`src/rtl/usb_pkg.sv`:
```
// ============================================================================
// usb_pkg : PID constants, PID classes, decoder states and CRC residuals
// Revision: 1.0
// ============================================================================
`default_nettype none

package usb_pkg;

  localparam logic [3:0] PID_OUT   = 4'b0001;
  localparam logic [3:0] PID_IN    = 4'b1001;
  localparam logic [3:0] PID_SETUP = 4'b1101;
  localparam logic [3:0] PID_SOF   = 4'b0101;
  localparam logic [3:0] PID_DATA0 = 4'b0011;
  localparam logic [3:0] PID_DATA1 = 4'b1011;
  localparam logic [3:0] PID_DATA2 = 4'b0111;
  localparam logic [3:0] PID_MDATA = 4'b1111;
  localparam logic [3:0] PID_ACK   = 4'b0010;
  localparam logic [3:0] PID_NAK   = 4'b1010;
  localparam logic [3:0] PID_STALL = 4'b1110;
  localparam logic [3:0] PID_NYET  = 4'b0110;

  localparam logic [4:0]  CRC5_INIT      = 5'h1F;
  localparam logic [4:0]  CRC5_RESIDUAL  = 5'b01100;
  localparam logic [15:0] CRC16_INIT     = 16'hFFFF;
  localparam logic [15:0] CRC16_RESIDUAL = 16'h800D;

  typedef enum logic [2:0] {
    CLS_NONE, CLS_TOK, CLS_SOF, CLS_DATA, CLS_HS, CLS_BAD
  } pid_class_t;

  typedef enum logic [2:0] {
    ST_IDLE, ST_PID, ST_TOK, ST_DATA, ST_HS, ST_END
  } rx_state_t;

  // PRE/ERR/SPLIT/PING and any complement failure fall into CLS_BAD.
  function automatic pid_class_t pid_class(input logic [7:0] pid_byte);
    pid_class_t c;
    c = CLS_BAD;
    if (pid_byte[7:4] == ~pid_byte[3:0]) begin
      case (pid_byte[3:0])
        PID_OUT, PID_IN, PID_SETUP:               c = CLS_TOK;
        PID_SOF:                                  c = CLS_SOF;
        PID_DATA0, PID_DATA1, PID_DATA2, PID_MDATA: c = CLS_DATA;
        PID_ACK, PID_NAK, PID_STALL, PID_NYET:    c = CLS_HS;
        default:                                  c = CLS_BAD;
      endcase
    end
    return c;
  endfunction

endpackage

`default_nettype wire

```
`src/rtl/usb_crc16.sv`:
```
// ============================================================================
// usb_crc16 : combinational byte-wide USB CRC16 step (x^16+x^15+x^2+1), LSB first
// Revision: 1.0
// ============================================================================
`default_nettype none

module usb_crc16 (
  input  logic [15:0] crc_in,
  input  logic [7:0]  data,
  output logic [15:0] crc_out
);

  always_comb begin
    logic [15:0] c;
    c = crc_in;
    for (int i = 0; i < 8; i++) begin
      c = {c[14:0], 1'b0} ^ ((c[15] ^ data[i]) ? 16'h8005 : 16'h0000);
    end
    crc_out = c;
  end

endmodule

`default_nettype wire

```
`src/rtl/usb_rx_pd.sv`:
```
// ============================================================================
// usb_rx_pd : UTMI receive packet decoder (PID, token fields, CRC-stripped data)
// Optional: define USB_RX_PD_CRC16_EN to enable the data-packet CRC16 checker.
// Revision: 1.0
// ============================================================================
`default_nettype none

module usb_rx_pd
  import usb_pkg::*;
#(
  parameter int MAX_DATA = 1024
) (
  input  logic        clk,
  input  logic        rst,
  input  logic [7:0]  rx_data,
  input  logic        rx_valid,
  input  logic        rx_active,
  input  logic        rx_err,
  output logic [3:0]  pid,
  output logic [6:0]  token_addr,
  output logic [3:0]  token_endp,
  output logic [10:0] frame_no,
  output logic        token_valid,
  output logic        sof_valid,
  output logic        hs_valid,
  output logic [7:0]  data_out,
  output logic        data_valid,
  output logic        data_done,
  output logic        crc_err,
  output logic        pkt_err
);

  localparam int             CW       = $clog2(MAX_DATA + 4);
  localparam logic [CW-1:0]  CNT_SAT  = CW'(MAX_DATA + 3);
  localparam logic [CW-1:0]  CNT_LAST = CW'(MAX_DATA + 2);
  localparam logic [CW-1:0]  CNT_TWO  = CW'(2);

  rx_state_t     state;
  pid_class_t    cls;
  pid_class_t    rx_cls;
  rx_state_t     pid_next;
  logic          armed;
  logic          abort;
  logic [CW-1:0] cnt;
  logic [4:0]    crc5;
  logic [4:0]    crc5_next;
  logic [7:0]    hold0;
  logic [7:0]    hold1;
  logic [7:0]    tok_lo;
  logic [2:0]    tok_hi;
  logic          crc16_ok;
  logic          len_ok;
  logic          crc_ok;
  logic          err_now;
  logic          start;
  logic          in_pkt;
  logic          good;

`ifdef USB_RX_PD_CRC16_EN
  logic [15:0] crc16;
  logic [15:0] crc16_next;

  usb_crc16 u_crc16 (
    .crc_in  (crc16),
    .data    (rx_data),
    .crc_out (crc16_next)
  );

  assign crc16_ok = (crc16 == CRC16_RESIDUAL);
`else
  assign crc16_ok = 1'b1;
`endif

  assign rx_cls = pid_class(rx_data);

  always_comb begin
    pid_next = ST_HS;
    case (rx_cls)
      CLS_TOK, CLS_SOF: pid_next = ST_TOK;
      CLS_DATA:         pid_next = ST_DATA;
      default:          pid_next = ST_HS;
    endcase
  end

  always_comb begin
    logic [4:0] c;
    c = crc5;
    for (int i = 0; i < 8; i++) begin
      c = {c[3:0], 1'b0} ^ ((c[4] ^ rx_data[i]) ? 5'h05 : 5'h00);
    end
    crc5_next = c;
  end

  always_comb begin
    len_ok = 1'b0;
    crc_ok = 1'b1;
    case (cls)
      CLS_TOK, CLS_SOF: begin
        len_ok = (cnt == CNT_TWO);
        crc_ok = (crc5 == CRC5_RESIDUAL);
      end
      CLS_DATA: begin
        len_ok = (cnt >= CNT_TWO) && (cnt <= CNT_LAST);
        crc_ok = crc16_ok;
      end
      CLS_HS:  len_ok = (cnt == '0);
      default: len_ok = 1'b0;
    endcase
  end

  assign err_now = abort | rx_err;
  // After a reset, wait for rx_active low so a half-seen packet is skipped.
  assign start   = rx_active & (((state == ST_IDLE) & armed) | (state == ST_END));
  assign in_pkt  = (state == ST_PID) | (state == ST_TOK) | (state == ST_DATA) | (state == ST_HS);
  assign good    = ~err_now & len_ok & crc_ok;

  always_ff @(posedge clk) begin
    if (rst) begin
      state       <= ST_IDLE;
      cls         <= CLS_NONE;
      armed       <= 1'b0;
      abort       <= 1'b0;
      cnt         <= '0;
      crc5        <= CRC5_INIT;
      hold0       <= '0;
      hold1       <= '0;
      tok_lo      <= '0;
      tok_hi      <= '0;
      pid         <= '0;
      token_addr  <= '0;
      token_endp  <= '0;
      frame_no    <= '0;
      token_valid <= 1'b0;
      sof_valid   <= 1'b0;
      hs_valid    <= 1'b0;
      data_out    <= '0;
      data_valid  <= 1'b0;
      data_done   <= 1'b0;
      crc_err     <= 1'b0;
      pkt_err     <= 1'b0;
`ifdef USB_RX_PD_CRC16_EN
      crc16       <= CRC16_INIT;
`endif
    end else begin
      token_valid <= 1'b0;
      sof_valid   <= 1'b0;
      hs_valid    <= 1'b0;
      data_valid  <= 1'b0;
      data_done   <= 1'b0;
      crc_err     <= 1'b0;
      pkt_err     <= 1'b0;
      armed       <= armed | ~rx_active;

      if (start) begin
        abort <= rx_err;
        cnt   <= '0;
        crc5  <= CRC5_INIT;
        cls   <= CLS_NONE;
        state <= ST_PID;
`ifdef USB_RX_PD_CRC16_EN
        crc16 <= CRC16_INIT;
`endif
        // PID may arrive in the same cycle rx_active rises (back-to-back case).
        if (rx_valid) begin
          pid   <= rx_data[3:0];
          cls   <= rx_cls;
          state <= pid_next;
          if (rx_cls == CLS_BAD) abort <= 1'b1;
        end
      end else if (state == ST_END) begin
        state <= ST_IDLE;
      end else if (in_pkt) begin
        abort <= err_now;
        if (!rx_active) begin
          state       <= ST_END;
          pkt_err     <= err_now | ~len_ok;
          crc_err     <= ~err_now & len_ok & ~crc_ok;
          token_valid <= good & (cls == CLS_TOK);
          sof_valid   <= good & (cls == CLS_SOF);
          hs_valid    <= good & (cls == CLS_HS);
          data_done   <= (cls == CLS_DATA);
          if (good && cls == CLS_TOK) begin
            token_addr <= tok_lo[6:0];
            token_endp <= {tok_hi, tok_lo[7]};
          end
          if (good && cls == CLS_SOF) frame_no <= {tok_hi, tok_lo};
        end else if (rx_valid) begin
          if (state == ST_PID) begin
            pid   <= rx_data[3:0];
            cls   <= rx_cls;
            state <= pid_next;
            if (rx_cls == CLS_BAD) abort <= 1'b1;
          end else begin
            if (cnt != CNT_SAT) cnt <= cnt + CW'(1);
            if (cnt == '0)      tok_lo <= rx_data;
            if (cnt == CW'(1))  tok_hi <= rx_data[2:0];
            crc5  <= crc5_next;
            hold1 <= hold0;
            hold0 <= rx_data;
`ifdef USB_RX_PD_CRC16_EN
            crc16 <= crc16_next;
`endif
            // The byte two behind is payload only once a newer byte has displaced it.
            if (state == ST_DATA && !err_now && cnt >= CNT_TWO && cnt < CNT_LAST) begin
              data_valid <= 1'b1;
              data_out   <= hold1;
            end
          end
        end
      end
    end
  end

endmodule

`default_nettype wire

```
`config.mk`:
```
export PLATFORM = sky130hd
export DESIGN_NAME = usb_rx_pd
export DESIGN_NICKNAME = d
export VERILOG_FILES = /design/src/rtl/usb_pkg.sv /design/src/rtl/usb_crc16.sv /design/src/rtl/usb_rx_pd.sv
export SDC_FILE = /design/constraint.sdc
export NUM_CORES = 1
export LEC_CHECK = 0
export ABC_CLOCK_PERIOD_IN_PS = 4800
export BUFFER_PORTS_ARGS = -buffer_cell sky130_fd_sc_hd__buf_2
export CORE_ASPECT_RATIO = 1.2
export CORE_MARGIN = 3
export CORE_UTILIZATION = 62
export DETAILED_ROUTE_END_ITERATION = 12
export PLACE_DENSITY = 0.84
export SLEW_MARGIN = 15
export SYNTH_ARGS = -nofsm -noshare
export SYNTH_HDL_FRONTEND = slang
export SYNTH_HIERARCHICAL = 1
export SYNTH_SLANG_ARGS = --single-unit
```
`constraint.sdc`:
```
create_clock -name clk -period 4.8 [get_ports clk]
set_input_delay 0.96 -clock clk [delete_from_list [all_inputs] [get_ports clk]]
set_output_delay 0.96 -clock clk [all_outputs]
set_load 0.02 [all_outputs]
```
Word level (Yosys, flattened, before mapping)
Memories as Yosys holds them, arrays and structs flattened.
Cells that the tools add are included.
{"block": "totals", "register_bits": 92, "romBits": 48, "inputBits": 13, "out_inout_bits": 41, "elab_cells": 165, "n_memories": 1}
{"memory": "(name not given)", "depth": 16, "width": 3, "read_ports": 1, "rd_clocked_by_memory_dff": 0, "wr": 0, "line": "usb_pkg.sv:40", "rtl": "case (pid_byte[3:0])"}
{"block": "classes", "n_addsub": 1, "order_cmp": 3, "eq_ne": 23, "n_mux": 43, "n_bitwise": 41, "n_reduce_logical": 31}
{"operator": "$mux 3", "count": 23}
{"operator": "$xor 5x3->5", "count": 8}
{"operator": "$mux 4", "count": 7}
{"operator": "$reduce_and 7->1", "count": 3}
{"operator": "$reduce_and 5->1", "count": 4}
{"operator": "$eq 3x2->1 const B", "count": 6}
{"operator": "$reduce_and 6->1", "count": 3}
{"operator": "$eq 3x3->1 const B", "count": 4}
{"operator": "$add 11x1->11 const B", "count": 1}
{"operator": "$eq 11x1->1 const B", "count": 1}
{"operator": "$eq 11x2->1 const B", "count": 1}
{"operator": "$ge 11x2->1 const B", "count": 1}
{"operator": "$le 11x11->1 const B", "count": 1}
{"operator": "$logic_not 11->1", "count": 1}
{"operator": "$lt 11x11->1 const B", "count": 1}
{"operator": "$mux 1", "count": 11}
{"operator": "$ne 11x11->1 const B", "count": 1}
{"operator": "$eq 3x1->1 const B", "count": 3}
{"operator": "$not 1->1", "count": 9}
{"operator": "$and 1x1->1", "count": 8}
{"operator": "$reduce_bool 2->1", "count": 4}
{"operator": "$xor 1x1->1", "count": 8}
{"operator": "$or 1x1->1", "count": 7}
{"operator": "$reduce_or 7->1", "count": 1}
{"operator": "17 further kinds", "count": 25}

Logic depth before layout (Yosys ltp)
{"block": "depth", "ltp_word": 24, "ltp_mapped": 9, "mapped_depth_nobuf": 8}

Worst setup path before layout
No wires, ideal clock.
{"block": "synth_timing", "path_kind": "input to register", "startpoint": "in rx_data[0]", "endpoint": "reg state[2]", "setup_ps": 65, "arrival_ps": 2538, "required_ps": 4735, "setup_slack_ps": 2197, "cell_stages": 9, "n_path_buf": 1, "cell_sequence": "clkbuf_1 inv_1 ha_1 or4bb_1 o311ai_0 nor3_1 nor2_1 mux2i_1 nor2_1"}
{"block": "synth_via", "elab_chain_cells": 12, "elab_cells_between_ends": 16, "cone_classes": "4 x eq/ne; 9 x mux; 1 x bitwise; 1 x reduce/logical; 1 x memory"}
{"item": "from (decl)", "line": "usb_rx_pd.sv:15", "rtl": "input logic [7:0] rx_data,"}
{"item": "branches (longest 2 deep; another with $mem_v2 16x3)"}
{"item": "$mux 3 *", "line": "usb_pkg.sv:39", "rtl": "if (pid_byte[7:4] == ~pid_byte[3:0]) begin"}
{"item": "$eq 3x1->1 or $eq 3x2->1 (tied branches)", "line": "usb_rx_pd.sv:78", "rtl": "case (rx_cls)"}
{"item": "$reduce_or 2->1", "line": "usb_rx_pd.sv:78"}
{"item": "$pmux 3 s2 *", "line": "usb_rx_pd.sv:78"}
{"item": "$mux 3", "line": "usb_rx_pd.sv:188", "rtl": "if (state == ST_PID) begin"}
{"item": "$mux 3", "line": "usb_rx_pd.sv:187", "rtl": "end else if (rx_valid) begin"}
{"item": "$mux 3", "line": "usb_rx_pd.sv:174", "rtl": "if (!rx_active) begin"}
{"item": "$mux 3", "line": "usb_rx_pd.sv:172", "rtl": "end else if (in_pkt) begin"}
{"item": "$mux 3", "line": "usb_rx_pd.sv:170", "rtl": "end else if (state == ST_END) begin"}
{"item": "$mux 3 *", "line": "usb_rx_pd.sv:154", "rtl": "if (start) begin"}
{"item": "to (signal assigned)", "line": "usb_rx_pd.sv:167", "rtl": "state <= pid_next;"}
{"item": "to (signal assigned)", "line": "usb_rx_pd.sv:191", "rtl": "state <= pid_next;"}
{"item": "to (decl)", "line": "usb_rx_pd.sv:38", "rtl": "rx_state_t state;"}
Every way passes the cells marked *. The select of a mux whose other input is x is not followed.
A chain may end at the register's enable or synchronous reset.

Final worst setup path
{"block": "layout_timing", "startpoint": "reg cnt[6]", "endpoint": "reg token_addr[3]"}
{"block": "layout_via", "elab_chain_cells": 7, "elab_cells_between_ends": 10, "cone_classes": "2 x order compare; 1 x eq/ne; 1 x mux; 2 x bitwise; 4 x reduce/logical"}
{"item": "from (decl)", "line": "usb_rx_pd.sv:44", "rtl": "logic [CW-1:0] cnt;"}
{"item": "from (signal assigned)", "line": "usb_rx_pd.sv:194", "rtl": "if (cnt != CNT_SAT) cnt <= cnt + CW'(1);"}
{"item": "$ge 11x2->1 or $le 11x11->1 (tied branches)", "line": "usb_rx_pd.sv:103", "rtl": "len_ok = (cnt >= CNT_TWO) && (cnt <= CNT_LAST);"}
{"item": "$logic_and 1x1->1", "line": "usb_rx_pd.sv:103"}
{"item": "$pmux 1 s3 *", "line": "usb_rx_pd.sv:97", "rtl": "case (cls)"}
{"item": "$and 1x1->1 * (2 in a row)", "line": "usb_rx_pd.sv:115", "rtl": "assign good = ~err_now & len_ok & crc_ok;"}
{"item": "$logic_and 1x1->1 *", "line": "usb_rx_pd.sv:182", "rtl": "if (good && cls == CLS_TOK) begin"}
{"item": "$reduce_and 5->1 (no source line) *"}
{"item": "to (signal assigned)", "line": "usb_rx_pd.sv:183", "rtl": "token_addr <= tok_lo[6:0];"}
{"item": "to (decl)", "line": "usb_rx_pd.sv:20", "rtl": "output logic [6:0] token_addr,"}
Every way passes the cells marked *; elsewhere a longest branch is shown, timed or not.

==> key figures <==
Status
  • Outcome: complete, no violations

Power and ir drop
  • Pwr Density: 336.1 nW/um^2
  • Maximum VDD drop: 0.0002597 V
  • Leak pwr: 1.882 nW

Worst setup path
  • WS Path Type: flip-flop to flip-flop
  • Worst endpoint required time: 5050 ps
  • FF-to-FF setup slack: 2020 ps
  • CP Capture Type: flip-flop
  • Startpoint class of the critical path: flip-flop
  • Reg2Reg Capture Point: token_addr[3]$_SDFFE_PP0P_
  • Worst EP arrival: 3030 ps
  • Cells on worst reg2reg path: 6
  • Max Fanout on Critical Path: 11
  • Crit Reg-Reg Startpoint: cnt[6]$_SDFFE_PP0P_

Timing
  • Max_slew headroom: 0.4369
  • Clk_skew: 8.120 ps
  • Worst hold margin: 458.0 ps
  • Fin crit period: 2779 ps
  • Highest Clock Rate: 0.3599 GHz
  • Setup_tns: 0 ps
  • Final Setup Violations: 0
  • Hold Vio Cnt, Final: 0
  • Fin. max-slew vios: 0
  • Worst slew pin tran: 841.9 ps
  • Post-route clock period utilization: 0.5789
  • Unrepaired setup endpoints after global routing: no

CTS
  • CTS Buf Count: 9
  • Clk root buf: clkbuf_8
  • Postcts setup bufs: 0
  • Post-CTS Hold Buffers: 0
  • Clock latency on the worst-skew pair: 370 ps
  • Clock slew at reported path FFs: 90 ps
  • CTS tree: built
  • CTS H-tree depth: 3
  • Max Root-Sink Buffers: 2
  • CTS resizes: 0
  • Clock sinks: 92

Floorplanning
  • Core ar.: 6206 sq um
  • Die width: 80.23 um
  • Die H: 95.07 um
  • Starting Density: 0.6605
  • Die area: 7627 sq um
  • Number of I/O pins: 54
  • Row count: 31

Layout
  • Ant. Diodes: 0
  • P&R area growth vs syn: 10.81%
  • Ratio of cells with drive above 1 in the final layout: 0.1540
  • Fill cell count: 479
  • Final nets: 529
  • Layout Cells excl Fill: 595
  • Commonest cells after routing, fill and taps aside: dfxtp_1 (92), nor2_1 (69), nand2_1 (58), buf_2 (53), mux2i_1 (43)
  • Commonest non-fill, non-tap cell in the layout: dfxtp_1

Synth
  • Post-synthesis register bit count: 92
  • Mapped Area: 4099 sq um
  • Synth async-reset ratio: 0
  • Sequential-to-total area share from yosys stat: 0.4493
  • Ys Warns: 6
  • Post-synth EDFFs: 0
  • Main synth FF type: dfxtp_1
  • Cell variety after synth: 46
  • Avg Inst Size Synth: 8.684 sq um
  • Synth Instances: 472
  • Syn Nets: 493

Drt
  • Drt initial violations: 169
  • DRT antenna net count: 0
  • Vias: 3,306
  • Drt via density: 5.556
  • Remaining DRCs: 0
  • Drt wl/cell: 14.29 um
  • WL final: 8503 um
  • Pre-antenna DRT Iters: 4

Placed design
  • GP Congestion: 0.8564
  • Dpl cells: 579
  • HPWL Detailed: 5828 um
  • PortBufs: 53

Global routing
  • Met3 Track Usage GR: 0.04726
  • Met2 Track Usage GR: 0.3978
  • Grt met1 use: 0.3020
  • Gr ovfl total: 0
  • Gr busiest metal: met2
  • First-pass GRT wire length: 14,260 um
  • Largest net degree at the start of global routing: 43
  • Number of global-route vias before repair: 3,092
  • Initial antenna violation count: 0
  • GR Util All Layers: 0.2383

Worst hold path
  • Hold depth: 2
  • Hold Path Sink: hold1[3]$_SDFFE_PP0P_
  • Min-delay worst type: flip-flop to flip-flop
  • Hold Startpoint: hold0[3]$_SDFFE_PP0P_

Run
  • Max Cap Violations: 0
## worst max path at each step
stage / start / endpoint / slack (ps)
floorplan: rx_data[0] / state[2]$_SDFFE_PP0P_ / 2200
global placement: rx_err / token_addr[5]$_SDFFE_PP0P_ / 1750
detailed placement: rx_err / frame_no[5]$_SDFFE_PP0P_ / 1650
CTS: cnt[6]$_SDFFE_PP0P_ / frame_no[5]$_SDFFE_PP0P_ / 1790
global route: cnt[6]$_SDFFE_PP0P_ / token_addr[5]$_SDFFE_PP0P_ / 1860
finish: cnt[6]$_SDFFE_PP0P_ / token_addr[3]$_SDFFE_PP0P_ / 2020
## cell families (layout without fill, tap and decap cells)
group	after synthesis	in the layout	synth area share
multiplexers	43	43	0.1050
adder cells (fa/ha/maj)	8	8	0.02442
buffers and inverters	41	82	0.04182
AND/OR/NAND/NOR	191	191	0.2164
AO/OA/AOI/OAI	69	69	0.1032
XOR/XNOR	28	28	0.05983
flip-flops	92	92	0.4493
## stage by stage
step           setup slack, ps  instance area (sq um)    util  power [W]
2_1_floorplan             2197                   4099       -   0.001017
3_3_place_gp              1752                   4352  0.7012   0.001053
3_5_place_dp              1654                   4359  0.7024   0.001062
4_1_cts                   1792                   4534  0.7306   0.001528
5_1_grt                   1859                   4542  0.7319   0.001592
6_report                  2021                   4542  0.7319   0.001527
## synthesized netlist by cell type, types with 2 or more instances
| master | number | area share |
|---|---|---|
| dfxtp_1 | 92 | 0.45 |
| nor2_1 | 69 | 0.063 |
| a31oi_1 | 2 | 0.0031 |
| buf_2 | 2 | 0.0024 |
| or4_4 | 2 | 0.0055 |
| ha_1 | 8 | 0.024 |
| o311ai_0 | 2 | 0.0043 |
| nand2b_1 | 5 | 0.0076 |
| buf_1 | 2 | 0.0018 |
| clkbuf_1 | 24 | 0.022 |
| nor3b_1 | 3 | 0.0055 |
| or3_1 | 4 | 0.0061 |
| o21ai_0 | 7 | 0.0085 |
| inv_1 | 11 | 0.010 |
| nand3_1 | 13 | 0.016 |
| mux2i_1 | 43 | 0.11 |
| a211oi_1 | 3 | 0.0055 |
| nor2b_1 | 3 | 0.0046 |
| nor4_1 | 4 | 0.0061 |
| o211ai_1 | 2 | 0.0037 |
| and3_1 | 2 | 0.0031 |
| nand2_1 | 58 | 0.053 |
| a21oi_1 | 42 | 0.051 |
| nand4_1 | 4 | 0.0061 |
| a211oi_2 | 2 | 0.0061 |
| nor3_1 | 11 | 0.013 |
| xnor2_1 | 17 | 0.036 |
| nand3b_1 | 4 | 0.0073 |
| xor2_1 | 11 | 0.024 |
| buf_6 | 2 | 0.0055 |
| and2_1 | 3 | 0.0046 |
## final cells by class
| class | count | area (sq um) | area share |
|---|---|---|---|
| Clock buffer | 10 | 127.6 | 0.02810 |
| Tap cell | 82 | 102.6 | 0.02259 |
| Sequential cell | 92 | 1842 | 0.4055 |
| Multi-Input combinational cell | 339 | 2101 | 0.4625 |
| Inverter | 11 | 41.29 | 0.009091 |
| Clock inverter | 6 | 47.55 | 0.01047 |
| Timing Repair Buffer | 55 | 280.3 | 0.06171 |
## state kept, by name, summed over array words and instances (netlist names), 5 cells and up
| register | count |
|---|---|
| frame_no | 11 |
| token_addr | 7 |
| data_out | 8 |
| hold1 | 8 |
| cnt | 11 |
| tok_lo | 8 |
| crc5 | 5 |
| hold0 | 8 |
## critical path, cell delays in order, from the launching register on
cell       delay, ps
dfxtp_1          370
or4_4            580
nor2_1           200
o2111ai_1        310
a211oi_4         830
mux2i_1          310
nor2_1            60
## per-layer routing
layer / up-vias / part of all wire
li1: 1662 / -
met1: 1550 / 0.45
met2: 74 / 0.48
met3: 20 / 0.043
met4: 0 / 0.026
met5: - / 0
## where the power goes
part	switching, W	internal [W]	leakage, nW
Sequential	0.0000341	0.000790	0.743
Combinational	0.000137	0.0000900	1.06
Clock	0.000283	0.000193	0.0808
Total	0.000454	0.00107	1.88
No activity file was read; power rests on OpenSTA's default activity.
